File: config.mk
export PLATFORM = sky130hd
export DESIGN_NAME = cacheline_burst_adaptor_flat
export DESIGN_NICKNAME = d
export VERILOG_FILES = /design/src/rtl/cacheline_burst_adaptor_if.sv /design/src/rtl/cacheline_burst_adaptor.sv /design/src/flat_wrapper.sv
export SDC_FILE = /design/constraint.sdc
export NUM_CORES = 1
export LEC_CHECK = 0
export CORE_AREA = 8 8 268 270
export DETAILED_ROUTE_END_ITERATION = 8
export DIE_AREA = 0 0 276 278
export GPL_TIMING_DRIVEN = 0
export PLACE_DENSITY_LB_ADDON = 0.08
export SLEW_MARGIN = 20
export SYNTH_ARGS = -nofsm -noshare
export SYNTH_HDL_FRONTEND = slang
export SYNTH_SLANG_ARGS = --single-unit
File: constraint.sdc
create_clock -name clk -period 47.5 [get_ports clk]
set_clock_uncertainty 0.2 [all_clocks]
set_input_delay 4.75 -clock clk [delete_from_list [all_inputs] [get_ports clk]]
set_output_delay 4.75 -clock clk [all_outputs]
set_load 0.01 [all_outputs]
File: src/rtl/cacheline_burst_adaptor_if.sv
// Bundle of the cache-side pmem_* signals and the DRAM-side burst signals seen
// by cacheline_burst_adaptor. Signal names carry the adaptor's point of view.
// The slave modport is the adaptor; the master modport is the cache plus DRAM.
interface cacheline_burst_adaptor_if #(
  parameter int unsigned SLine  = 256,
  parameter int unsigned SBurst = 64
);
  // Cache side
  logic [SLine-1:0]  line_i;
  logic [SLine-1:0]  line_o;
  logic [31:0]       address_i;
  logic              read_i;
  logic              write_i;
  logic              resp_o;
  // DRAM side
  logic [SBurst-1:0] burst_i;
  logic [SBurst-1:0] burst_o;
  logic [31:0]       address_o;
  logic              read_o;
  logic              write_o;
  logic              resp_i;

  modport slave (
    input  line_i, address_i, read_i, write_i, burst_i, resp_i,
    output line_o, resp_o, burst_o, address_o, read_o, write_o
  );

  modport master (
    output line_i, address_i, read_i, write_i, burst_i, resp_i,
    input  line_o, resp_o, burst_o, address_o, read_o, write_o
  );
endinterface

File: src/rtl/cacheline_burst_adaptor.sv
// Cache-line to DRAM burst adaptor. Each line read/write from the cache becomes
// a NumBursts-beat burst; read beats are reassembled into line_o and a single
// resp_o pulse completes the transfer.
// Optional feature: define ADAPTOR_PERF_CNT_EN to add rd_count_o/wr_count_o
// completed-transaction counters.
module cacheline_burst_adaptor #(
  parameter int unsigned SLine     = 256,
  parameter int unsigned SBurst    = 64,
  parameter int unsigned SOffset   = 5,
  parameter int unsigned NumBursts = SLine / SBurst
) (
  input  logic                            clk,
  input  logic                            rst,
  cacheline_burst_adaptor_if.slave        bus
`ifdef ADAPTOR_PERF_CNT_EN
  ,
  output logic [31:0]                     rd_count_o,
  output logic [31:0]                     wr_count_o
`endif
);

  localparam int unsigned CntW = $clog2(NumBursts);
  typedef logic [CntW-1:0] cnt_t;
  localparam cnt_t LastBeat = cnt_t'(NumBursts - 1);

  typedef enum logic [1:0] {StIdle, StRd, StWr, StDone} state_e;

  state_e           state_q, state_d;
  cnt_t             cnt_q, cnt_d;
  logic [SLine-1:0] line_q, line_d;
  logic [SLine-1:0] buf_q, buf_d;
  logic [31:0]      addr_q, addr_d;

  // State and datapath registers; reset clears everything, aborting any burst
  always_ff @(posedge clk or posedge rst) begin
    if (rst) begin
      state_q <= StIdle;
      cnt_q   <= '0;
      line_q  <= '0;
      buf_q   <= '0;
      addr_q  <= '0;
    end else begin
      state_q <= state_d;
      cnt_q   <= cnt_d;
      line_q  <= line_d;
      buf_q   <= buf_d;
      addr_q  <= addr_d;
    end
  end

  // Next-state: accept a request in idle, count beats, pulse done for one cycle
  always_comb begin
    state_d = state_q;
    cnt_d   = cnt_q;
    line_d  = line_q;
    buf_d   = buf_q;
    addr_d  = addr_q;
    unique case (state_q)
      StIdle: begin
        // Write has priority when both requests are high
        if (bus.write_i || bus.read_i) begin
          state_d = bus.write_i ? StWr : StRd;
          addr_d  = {bus.address_i[31:SOffset], {SOffset{1'b0}}};
          buf_d   = bus.line_i;
          cnt_d   = '0;
        end
      end
      StRd: begin
        if (bus.resp_i) begin
          line_d[SBurst*cnt_q +: SBurst] = bus.burst_i;
          cnt_d = cnt_t'(cnt_q + 1'b1);
          if (cnt_q == LastBeat) begin
            state_d = StDone;
          end
        end
      end
      StWr: begin
        if (bus.resp_i) begin
          cnt_d = cnt_t'(cnt_q + 1'b1);
          if (cnt_q == LastBeat) begin
            state_d = StDone;
          end
        end
      end
      StDone: begin
        state_d = StIdle;
      end
      default: begin
        state_d = StIdle;
      end
    endcase
  end

  // Outputs decode directly from state so read_o/write_o drop as done is entered
  always_comb begin
    bus.line_o    = line_q;
    bus.address_o = addr_q;
    bus.read_o    = (state_q == StRd);
    bus.write_o   = (state_q == StWr);
    bus.resp_o    = (state_q == StDone);
    bus.burst_o   = '0;
    if (state_q == StWr) begin
      bus.burst_o = buf_q[SBurst*cnt_q +: SBurst];
    end
  end

`ifdef ADAPTOR_PERF_CNT_EN
  logic [31:0] rd_cnt_q, rd_cnt_d;
  logic [31:0] wr_cnt_q, wr_cnt_d;

  // Count completions on the cycle done is entered; natural 32-bit wrap
  always_comb begin
    rd_cnt_d = rd_cnt_q;
    wr_cnt_d = wr_cnt_q;
    if (state_d == StDone && state_q == StRd) begin
      rd_cnt_d = rd_cnt_q + 32'd1;
    end
    if (state_d == StDone && state_q == StWr) begin
      wr_cnt_d = wr_cnt_q + 32'd1;
    end
  end

  // Transaction counter registers
  always_ff @(posedge clk or posedge rst) begin
    if (rst) begin
      rd_cnt_q <= '0;
      wr_cnt_q <= '0;
    end else begin
      rd_cnt_q <= rd_cnt_d;
      wr_cnt_q <= wr_cnt_d;
    end
  end

  assign rd_count_o = rd_cnt_q;
  assign wr_count_o = wr_cnt_q;
`endif

endmodule

File: src/flat_wrapper.sv
// flat-port wrapper written by rule: the top's interface ports become plain ports
module cacheline_burst_adaptor_flat 
#(
  parameter int unsigned SLine     = 256,
  parameter int unsigned SBurst    = 64,
  parameter int unsigned SOffset   = 5,
  parameter int unsigned NumBursts = SLine / SBurst
)
  (clk, rst, bus_line_i, bus_address_i, bus_read_i, bus_write_i, bus_burst_i, bus_resp_i, bus_line_o, bus_resp_o, bus_burst_o, bus_address_o, bus_read_o, bus_write_o);
  cacheline_burst_adaptor_if #(.SLine(SLine), .SBurst(SBurst)) bus_i ();
  input  logic clk;
  input  logic rst;
  input wire logic [$bits(bus_i.line_i)-1:0] bus_line_i;
  input wire logic [$bits(bus_i.address_i)-1:0] bus_address_i;
  input wire logic [$bits(bus_i.read_i)-1:0] bus_read_i;
  input wire logic [$bits(bus_i.write_i)-1:0] bus_write_i;
  input wire logic [$bits(bus_i.burst_i)-1:0] bus_burst_i;
  input wire logic [$bits(bus_i.resp_i)-1:0] bus_resp_i;
  output wire logic [$bits(bus_i.line_o)-1:0] bus_line_o;
  output wire logic [$bits(bus_i.resp_o)-1:0] bus_resp_o;
  output wire logic [$bits(bus_i.burst_o)-1:0] bus_burst_o;
  output wire logic [$bits(bus_i.address_o)-1:0] bus_address_o;
  output wire logic [$bits(bus_i.read_o)-1:0] bus_read_o;
  output wire logic [$bits(bus_i.write_o)-1:0] bus_write_o;
  assign bus_i.line_i = bus_line_i;
  assign bus_i.address_i = bus_address_i;
  assign bus_i.read_i = bus_read_i;
  assign bus_i.write_i = bus_write_i;
  assign bus_i.burst_i = bus_burst_i;
  assign bus_i.resp_i = bus_resp_i;
  assign bus_line_o = bus_i.line_o;
  assign bus_resp_o = bus_i.resp_o;
  assign bus_burst_o = bus_i.burst_o;
  assign bus_address_o = bus_i.address_o;
  assign bus_read_o = bus_i.read_o;
  assign bus_write_o = bus_i.write_o;
  cacheline_burst_adaptor #(.SLine(SLine), .SBurst(SBurst), .SOffset(SOffset), .NumBursts(NumBursts)) u_core (.clk(clk), .rst(rst), .bus(bus_i));
endmodule
==> results of run 1 <==
worst max-delay path: cells and delay by family, from the launching register on:
kind / cells / cell delay, ps
and+or+nand+nor: 1 / 210
buffers and inverters: 4 / 1890
adders and majority gates: 1 / 160
DFF: 1 / 410
cell type report:
cell class,count,share of cell area
plain buffers,125,0.0203
diodes,23,0.00176
flip-flops and latches,543,0.415
inverters,6,0.000918
repair buffers,705,0.218
well taps,882,0.0337
clock buffers,92,0.0551
multi-input cells,935,0.247
clock inverters,18,0.00696
state kept, by name, summed over array words and instances (netlist names):
name / cells
u_core.cnt_q: 2
u_core.state_q: 2
u_core.bus.line_o: 256
u_core.buf_q: 256
u_core.bus.address_o: 27
logic make-up (layout without fill, tap and decap cells):
family	count (synthesis)	after routing
DFF	543	543
AOI/OAI and AO/OA	262	262
other	1	28
buffers and inverters	131	946
adders and majority gates	11	11
muxes	350	350
and+or+nand+nor	307	307
synth_stat cells, drive strengths merged:
cell type | count | area, µm²
and4bb | 1 | 12.5
ha | 11 | 138
clkbuf | 37 | 139
and4b | 1 | 10.0
nand2 | 225 | 845
o31ai | 1 | 7.51
nor4b | 2 | 30.0
mux2i | 2 | 20.0
o21ai | 114 | 571
and3 | 1 | 6.26
mux4 | 64 | 1440
nor4 | 2 | 42.5
conb | 1 | 3.75
nand3 | 6 | 40.0
a22o | 145 | 1270
nor2b | 1 | 6.26
nor3b | 1 | 7.51
and2 | 64 | 400
a21oi | 2 | 10.0
buf | 88 | 524
inv | 6 | 22.5
mux2 | 284 | 3200
or3 | 1 | 6.26
dfrtp | 543 | 13600
nor2 | 2 | 7.51
power groups by stage:
stage	Clock [mW]	Sequential, mW	Combinational, mW
finish	0.481	0.731	0.733
global route	0.512	0.754	0.792
CTS	0.493	0.731	0.752
detailed placement	0	0.739	0.749
global placement	0	0.734	0.739
floorplan	0	0.741	0.381
through the flow:
step	area, µm²	power [mW]	setup slack (ps)	cells
global placement	30500	1.47	20450	3191
global route	32700	2.06	38960	3321
floorplan	22400	1.12	27370	1609
finish	32700	1.94	39260	3329
detailed placement	30600	1.49	39770	3196
CTS	32600	1.98	39060	3306
final timing paths:
| path | slack, ps | cells after the start | start | endpoint |
|---|---|---|---|---|
| setup reg to reg | 43800 | 8 | u_core.cnt_q[1] | u_core.bus.line_o[12] |
| setup / recovery | 39260 | 6 | u_core.state_q[0] | bus_burst_o[34] |
| min in group asynchronous | 4410 | 2 | rst | u_core.bus.line_o[207] |
| max in group asynchronous | 41230 | 4 | rst | u_core.bus.line_o[173] |
| hold / removal | 280 | 2 | u_core.bus.line_o[178] | u_core.bus.line_o[178] |
| hold reg to reg | 280 | 2 | u_core.bus.line_o[178] | u_core.bus.line_o[178] |
per-layer routing:
metal  track usage  part of all wire  up-vias
li1              -                 -     7296
met1         0.246              0.38     8299
met2         0.379              0.51      539
met3        0.0831             0.086      150
met4        0.0725             0.028       36
met5             0            0.0027        -
cell usage in the layout, fill, tap and decap left out, drive strengths merged, types with 5 or more instances in the layout:
cell / count
clkdlybuf4s50: 700
dfrtp: 543
mux2: 284
nand2: 225
a22o: 145
clkbuf: 129
o21ai: 114
buf: 93
mux4: 64
and2: 64
diode: 23
ha: 11
clkinv: 9
inv: 8
nand3: 6
conb: 5
bufinv: 5
==> results_dict.tcl, run 1 <==
set metrics [dict create \
    muxShareOfSynthArea 0.209 \
    wirelength_mm 86.0 \
    max_slew_margin 0.299 \
    combPwrFrac 0.377 \
    avgRoutedWirePerCell_um 25.8 \
    status "completed" \
    synth-adder-area-share 0.00616 \
    clk_pin_slew_worst_paths_ps 60 \
    yosysSeqAreaShare 0.608 \
    synth_top_family_by_area "multiplexers" \
    cts_resized 0 \
    rsz0062_at_grt "false" \
    critPathCaptureType "primary output" \
    firstDrtPassIters 5 \
    drive_above_1_share 0.105 \
    drtIter0Drc 838 \
    layout_min_cycle_time_ps 8240 \
    yosysUniqueCellTypes 31 \
    p_sw_frac 0.316 \
    h-tree-depth 2 \
    vias 16320 \
    grt_pass1_vias 17978 \
    cts_tree "yes" \
    cp_max_fo 10 \
    multi_input_area_mm2 0.00809 \
    place_hpwl_mm 66.1 \
    tns_ps 0 \
    avgSynthCellArea_um2 13.9 \
    insertion_delay_ps 620 \
    cp-start-kind "flop" \
    max-cap-violations 0 \
    clk_path_buf_depth 3 \
    netlist_instances 1605 \
    fillers 6114 \
    crit_type "reg2out" \
    cts_sinks 543 \
    synth_compound_area_frac 0.0831 \
    netlist_area_mm2 0.0223 \
    postCtsHoldBufs 0 \
    gr-total-overflow 0 \
    core-area_mm2 0.0677 \
    grt_pass1_wl_mm 126 \
    path_cells "inv_1 -> ha_1 -> buf_1 -> clkbuf_1 -> and2_1 -> clkdlybuf4s50_1" \
    ys_warn_count 0 \
    grt_usage 0.218 \
    die_w_um 276 \
    p_per_area_mw_per_mm2 59.5 \
    final_util 0.483 \
    synth-seq-cells 543 \
    min_path_type "reg2reg" \
    drtAntennaViolNets 0 \
    worst_pin_slew_ps 1050 \
    cts-buffers-inserted 60 \
    grt_max_degree 106 \
    leakagePower_nw 13.6 \
    critPathSlowestCell "clkdlybuf4s50_1" \
    arrival_ps 3290 \
    vdd_ir_drop_max_mv 0.0369 \
    die_area_mm2 0.0767 \
    crit_required_ps 42550 \
    setup_violations 0 \
    seqPwrFrac 0.376 \
    finalHoldViolations 0 \
    start_util 0.330 \
    cp_slowest_stage_delay_ps 690 \
    fin_crit_sh 0.173 \
    max_freq_mhz 121 \
    vias_per_cell 4.90 \
    die_h_um 278 \
    grt_antenna_before_repair 43 \
    clock-root-buffer "clkbuf_16" \
    synth_xor_area_frac 0 \
    fin_nets 2744 \
    fp-row-count 96 \
    route.detailed.drc 0 \
    area.sequential_mm2 0.0136 \
    synthSimpleGateAreaFrac 0.0633 \
    p_int_mw 1.33 \
    hold_slack_ps 283 \
    p_switching_mw 0.614 \
    area_growth_syn_to_layout_pct 46.4 \
    drv_slew 0 \
    portBuffers 700 \
    post-cts-setup-buffer-count 0 \
    gp_congestion 0.834 \
    ios 712 \
    p_clk_frac 0.247 \
]
(Power assumes the default switching activity.)
==> run 2, diff against run 1 <==
- clock period: 47.5 -> 6.8 ns (I/O delays scaled with it)
==> run 2 against run 1 <==
Non-clock buffer count rose by 14. Via count rose by 1.4%. Die area did not move. Largest power group unchanged. Clock power rose to 7.0 times the previous value. Sequential share of layout area fell by 0.30 points. Global-route usage rose by 0.28 points. Final cell count rose by 0.57%. Setup slack got worse by 37000 ps. Core utilization rose by 0.36 points. Register-to-register slack got worse by 41000 ps. Routed wire length rose by 0.49%. Critical path type unchanged.
==> results_dict.tcl, run 2 (synthesis results as in run 1) <==
set metrics [dict create \
    status "completed" \
    start_util 0.330 \
    cp_top_family "buffers and inverters" \
    drtAntennaViolNets 0 \
    final_util 0.486 \
    route.met3.wl_mm 7.14 \
    cp_slowest_stage_delay_ps 620 \
    crit_type "reg2out" \
    rsz0062_at_grt "false" \
    path_cells "buf_2 -> clkbuf_1 -> mux4_2 -> and2_1 -> clkdlybuf4s50_1" \
    grt_pass1_wl_mm 127 \
    tns_ps 0 \
    dpl_cell_area_mm2 0.0309 \
    max_freq_mhz 238 \
    drive_above_1_share 0.108 \
    gr-total-overflow 0 \
    max-cap-violations 0 \
    die_w_um 276 \
    m1WireLength_mm 32.4 \
    ios 712 \
    fin_crit_sh 0.617 \
    setup_violations 0 \
    grt_pass1_vias 18279 \
    pre_cts_slack_ps 3120 \
    placedCellCount 3210 \
    core-area_mm2 0.0677 \
    dr_wl_met2_mm 43.4 \
    insertion_delay_ps 580 \
    final_cell_mix "700 x clkdlybuf4s50_1, 543 x dfrtp_1, 284 x mux2_1" \
    critPathSlowestCell "dfrtp_1" \
    critPathCaptureType "primary output" \
    max_slew_margin 0.426 \
    die_h_um 278 \
    grt_usage 0.221 \
    fp-row-count 96 \
    post-cts-setup-buffer-count 0 \
    route.detailed.drc 0 \
    firstDrtPassIters 5 \
    fin_cells 3348 \
    arrival_ps 3320 \
    postCtsHoldBufs 0 \
    final_common_cell "clkdlybuf4s50_1" \
    cts_resized 0 \
    cp_max_fo 10 \
    place_hpwl_mm 67.6 \
    fin_nets 2764 \
    worst_pin_slew_ps 858 \
    die_area_mm2 0.0767 \
    crit_required_ps 5920 \
    top_layer_used "met5" \
    cts_tree "yes" \
    vias_per_cell 4.94 \
    grt_max_degree 35 \
    clk_pin_slew_worst_paths_ps 60 \
    worst-path-buf-inv 3 \
    setup_slack_ps 2600 \
    grt_antenna_before_repair 47 \
    drtIter0Drc 867 \
    p_per_area_mw_per_mm2 414 \
    vdd_ir_drop_max_mv 0.174 \
    gp_congestion 0.831 \
    portBuffers 700 \
    area_growth_syn_to_layout_pct 47.4 \
    h-tree-depth 3 \
    finalHoldViolations 0 \
    cts-buffers-inserted 66 \
    drv_slew 0 \
    avgRoutedWirePerCell_um 25.8 \
    cp-start-kind "flop" \
    clock-root-buffer "clkbuf_16" \
    layout_min_cycle_time_ps 4200 \
    clk_path_buf_depth 3 \
    cts_sinks 543 \
    final_area_mm2 0.0329 \
    leakagePower_nw 13.7 \
    min_path_type "in2async" \
    vias 16554 \
    wirelength_mm 86.4 \
]
[run 2: worst paths after layout]
check                                            start                      to  slack (ps)  cells past startpoint
worst min-delay path                               rst  u_core.bus.line_o[206]         190                      2
min in group clk                            bus_resp_i         u_core.cnt_q[1]         260                      3
worst max register to register         u_core.cnt_q[1]   u_core.bus.line_o[55]        3220                      8
worst max-delay path                   u_core.cnt_q[1]         bus_burst_o[48]        2600                      5
worst min register to register  u_core.bus.line_o[189]  u_core.bus.line_o[189]         280                      2
max in group asynchronous                          rst        u_core.buf_q[52]        4570                      8
[run 2: metal layers]
layer / up-vias / global-route usage
met3: 182 / 0.0857
met1: 8433 / 0.248
met4: 40 / 0.0848
met5: - / 0
met2: 577 / 0.380
li1: 7322 / -
[run 2: cell type report]
cell class,instances,area (µm²)
Multi-Input combinational cell,935,8090
Tap cell,882,1100
Clock buffer,101,1930
Antenna cell,27,67.6
Fill cell,6095,34800
Sequential cell,543,13600
Buffer,125,663
Inverter,6,26.3
Clock inverter,10,88.8
Timing Repair Buffer,719,7390
[run 2: metrics by stage]
| stage | hold WS (ps) | total power, mW |
|---|---|---|
| floorplan | 259 | 7.84 |
| global placement | 268 | 10.3 |
| detailed placement | 274 | 10.4 |
| CTS | 154 | 13.8 |
| global route | 185 | 14.4 |
| finish | 195 | 13.6 |
[run 2: report_power, final]
group	internal, mW	leakage (nW)	switching, mW
Combinational	2.85	5.81	2.31
Sequential	4.46	6.92	0.657
Clock	1.99	0.992	1.36
==> run 3, diff against run 2 <==
- clock period: 6.8 -> 4.2 ns (I/O delays scaled with it)
==> run 3 against run 2 <==
Critical path depth stayed put. Core utilization hardly changed. Register-to-register slack worse by 2600 ps. Highest routed layer unchanged. Flip-flop and latch count stayed put. Critical endpoint unchanged. Sequential power is 62% higher. Clock power is 62% higher. Total power is 62% higher.
==> results_dict.tcl, run 3 (synthesis results as in run 1) <==
set metrics [dict create \
    status "completed" \
    area_growth_syn_to_layout_pct 47.5 \
    cp-start-kind "flop" \
    max_freq_mhz 254 \
    critPathCaptureType "primary output" \
    cp_top_family "buffers and inverters" \
    route.detailed.drc 0 \
    tns_ps 0 \
    fin_nets 2766 \
    die_h_um 278 \
    cp_max_fo 10 \
    crit_end "bus_burst_o[48]" \
    avgRoutedWirePerCell_um 25.8 \
    arrival_ps 3310 \
    seqPwrFrac 0.376 \
    combPwrFrac 0.378 \
    leakagePower_nw 13.7 \
    layout_min_cycle_time_ps 3930 \
    worstRegToRegCells 8 \
    final_area_mm2 0.0330 \
    clock-root-buffer "clkbuf_16" \
    p_switching_mw 7.01 \
    firstDrtPassIters 5 \
    dpl_cell_area_mm2 0.0309 \
    die_w_um 276 \
    die_area_mm2 0.0767 \
    grt_max_degree 35 \
    vdd_ir_drop_max_mv 0.283 \
    drtAntennaViolNets 0 \
    place_hpwl_mm 67.6 \
    h-tree-depth 3 \
    cts_resized 0 \
    max_slew_margin 0.433 \
    cts_sinks 543 \
    final_util 0.487 \
    fin_cells 3348 \
    grt_pass1_wl_mm 127 \
    wirelength_mm 86.4 \
    p_clk_frac 0.246 \
    path_cells "buf_2 -> clkbuf_1 -> mux4_2 -> and2_1 -> clkdlybuf4s50_1" \
    vias 16546 \
    setup_violations 0 \
    finalHoldViolations 0 \
    gr-total-overflow 0 \
    fp-row-count 96 \
    r2r-end "u_core.bus.line_o[54]" \
    crit_type "reg2out" \
    drtIter0Drc 877 \
    vias_per_cell 4.94 \
    final_cell_mix "700 x clkdlybuf4s50_1, 543 x dfrtp_1, 284 x mux2_1" \
    gp_congestion 0.831 \
    worst_pin_slew_ps 849 \
    r2r_setup_slack_ps 640 \
    p_int_mw 15.1 \
    clk_path_buf_depth 3 \
    cts_tree "yes" \
    p_per_area_mw_per_mm2 669 \
    grt_antenna_before_repair 46 \
    crit_required_ps 3580 \
    cp_slowest_stage_delay_ps 620 \
    rsz0062_at_grt "false" \
    clk_pin_slew_worst_paths_ps 60 \
    min_path_type "in2reg" \
    worst-path-buf-inv 3 \
    grt_usage 0.221 \
    critPathSlowestCell "dfrtp_1" \
    grt_pass1_vias 18285 \
    portBuffers 700 \
    fin_crit_sh 0.936 \
    post-cts-setup-buffer-count 0 \
    start_util 0.330 \
    drv_slew 0 \
    r2r_start "u_core.cnt_q[1]" \
    max-cap-violations 0 \
    placedCellCount 3210 \
    crit_cells 5 \
    ios 712 \
    p_sw_frac 0.318 \
    core-area_mm2 0.0677 \
    final_common_cell "clkdlybuf4s50_1" \
    drive_above_1_share 0.108 \
    insertion_delay_ps 580 \
    cts-buffers-inserted 66 \
    crit_path_start "u_core.cnt_q[1]" \
]
[run 3: cell count changes in the layout (fill, tap and decap cells not counted), sizes merged]
cell         previous run  this run
dlygate4sd3             0         2
diode                  27        25
[run 3: area by class of cell]
class / instances / area (µm²)
Antenna cell: 25 / 62.6
Tap cell: 882 / 1100
Buffer: 125 / 663
Clock buffer: 101 / 1930
Multi-Input combinational cell: 935 / 8090
Inverter: 6 / 26.3
Fill cell: 6094 / 34800
Sequential cell: 543 / 13600
Timing Repair Buffer: 721 / 7410
Clock inverter: 10 / 88.8
[run 3: metal layers]
layer | vias to the layer above | global-route usage | wire, µm
li1 | 7312 | - | -
met2 | 570 | 0.380 | 43400
met3 | 181 | 0.0857 | 7140
met1 | 8445 | 0.248 | 32400
met4 | 38 | 0.0847 | 3160
met5 | - | 0 | 260
[run 3: power by group through the flow]
stage / Clock (mW) / Combinational (mW) / Sequential [mW]
final: 5.42 / 8.35 / 8.29
after global routing: 5.78 / 9.02 / 8.55
after CTS: 5.58 / 8.55 / 8.29
after detailed placement: 0 / 8.51 / 8.37
after global placement: 0 / 8.35 / 8.32
after floorplan: 0 / 4.31 / 8.39
[run 3: through the flow]
stage	setup slack (ps)	power [mW]	hold slack, ps
floorplan	-3810	12.7	259
finish	268	22.1	211
global route	77.4	23.4	179
CTS	115	22.4	172
detailed placement	586	16.9	274
global placement	-7530	16.7	268
[run 3: what timing repair did]
action	4_1_cts	5_1_grt
hold buffers	2	0
endpoints found under the setup margin	0	0
hold endpoints to repair	11	0
[run 3: worst min-delay path by stage]
stage / start / to / slack [ps] / cells past startpoint
floorplan: u_core.buf_q[128] / u_core.buf_q[128] / 260 / 1
global route: bus_line_i[130] / u_core.buf_q[130] / 180 / 2
detailed placement: u_core.bus.line_o[189] / u_core.bus.line_o[189] / 270 / 2
CTS: bus_address_i[12] / u_core.bus.address_o[12] / 170 / 2
finish: bus_line_i[176] / u_core.buf_q[176] / 210 / 2
global placement: u_core.buf_q[228] / u_core.buf_q[228] / 270 / 1
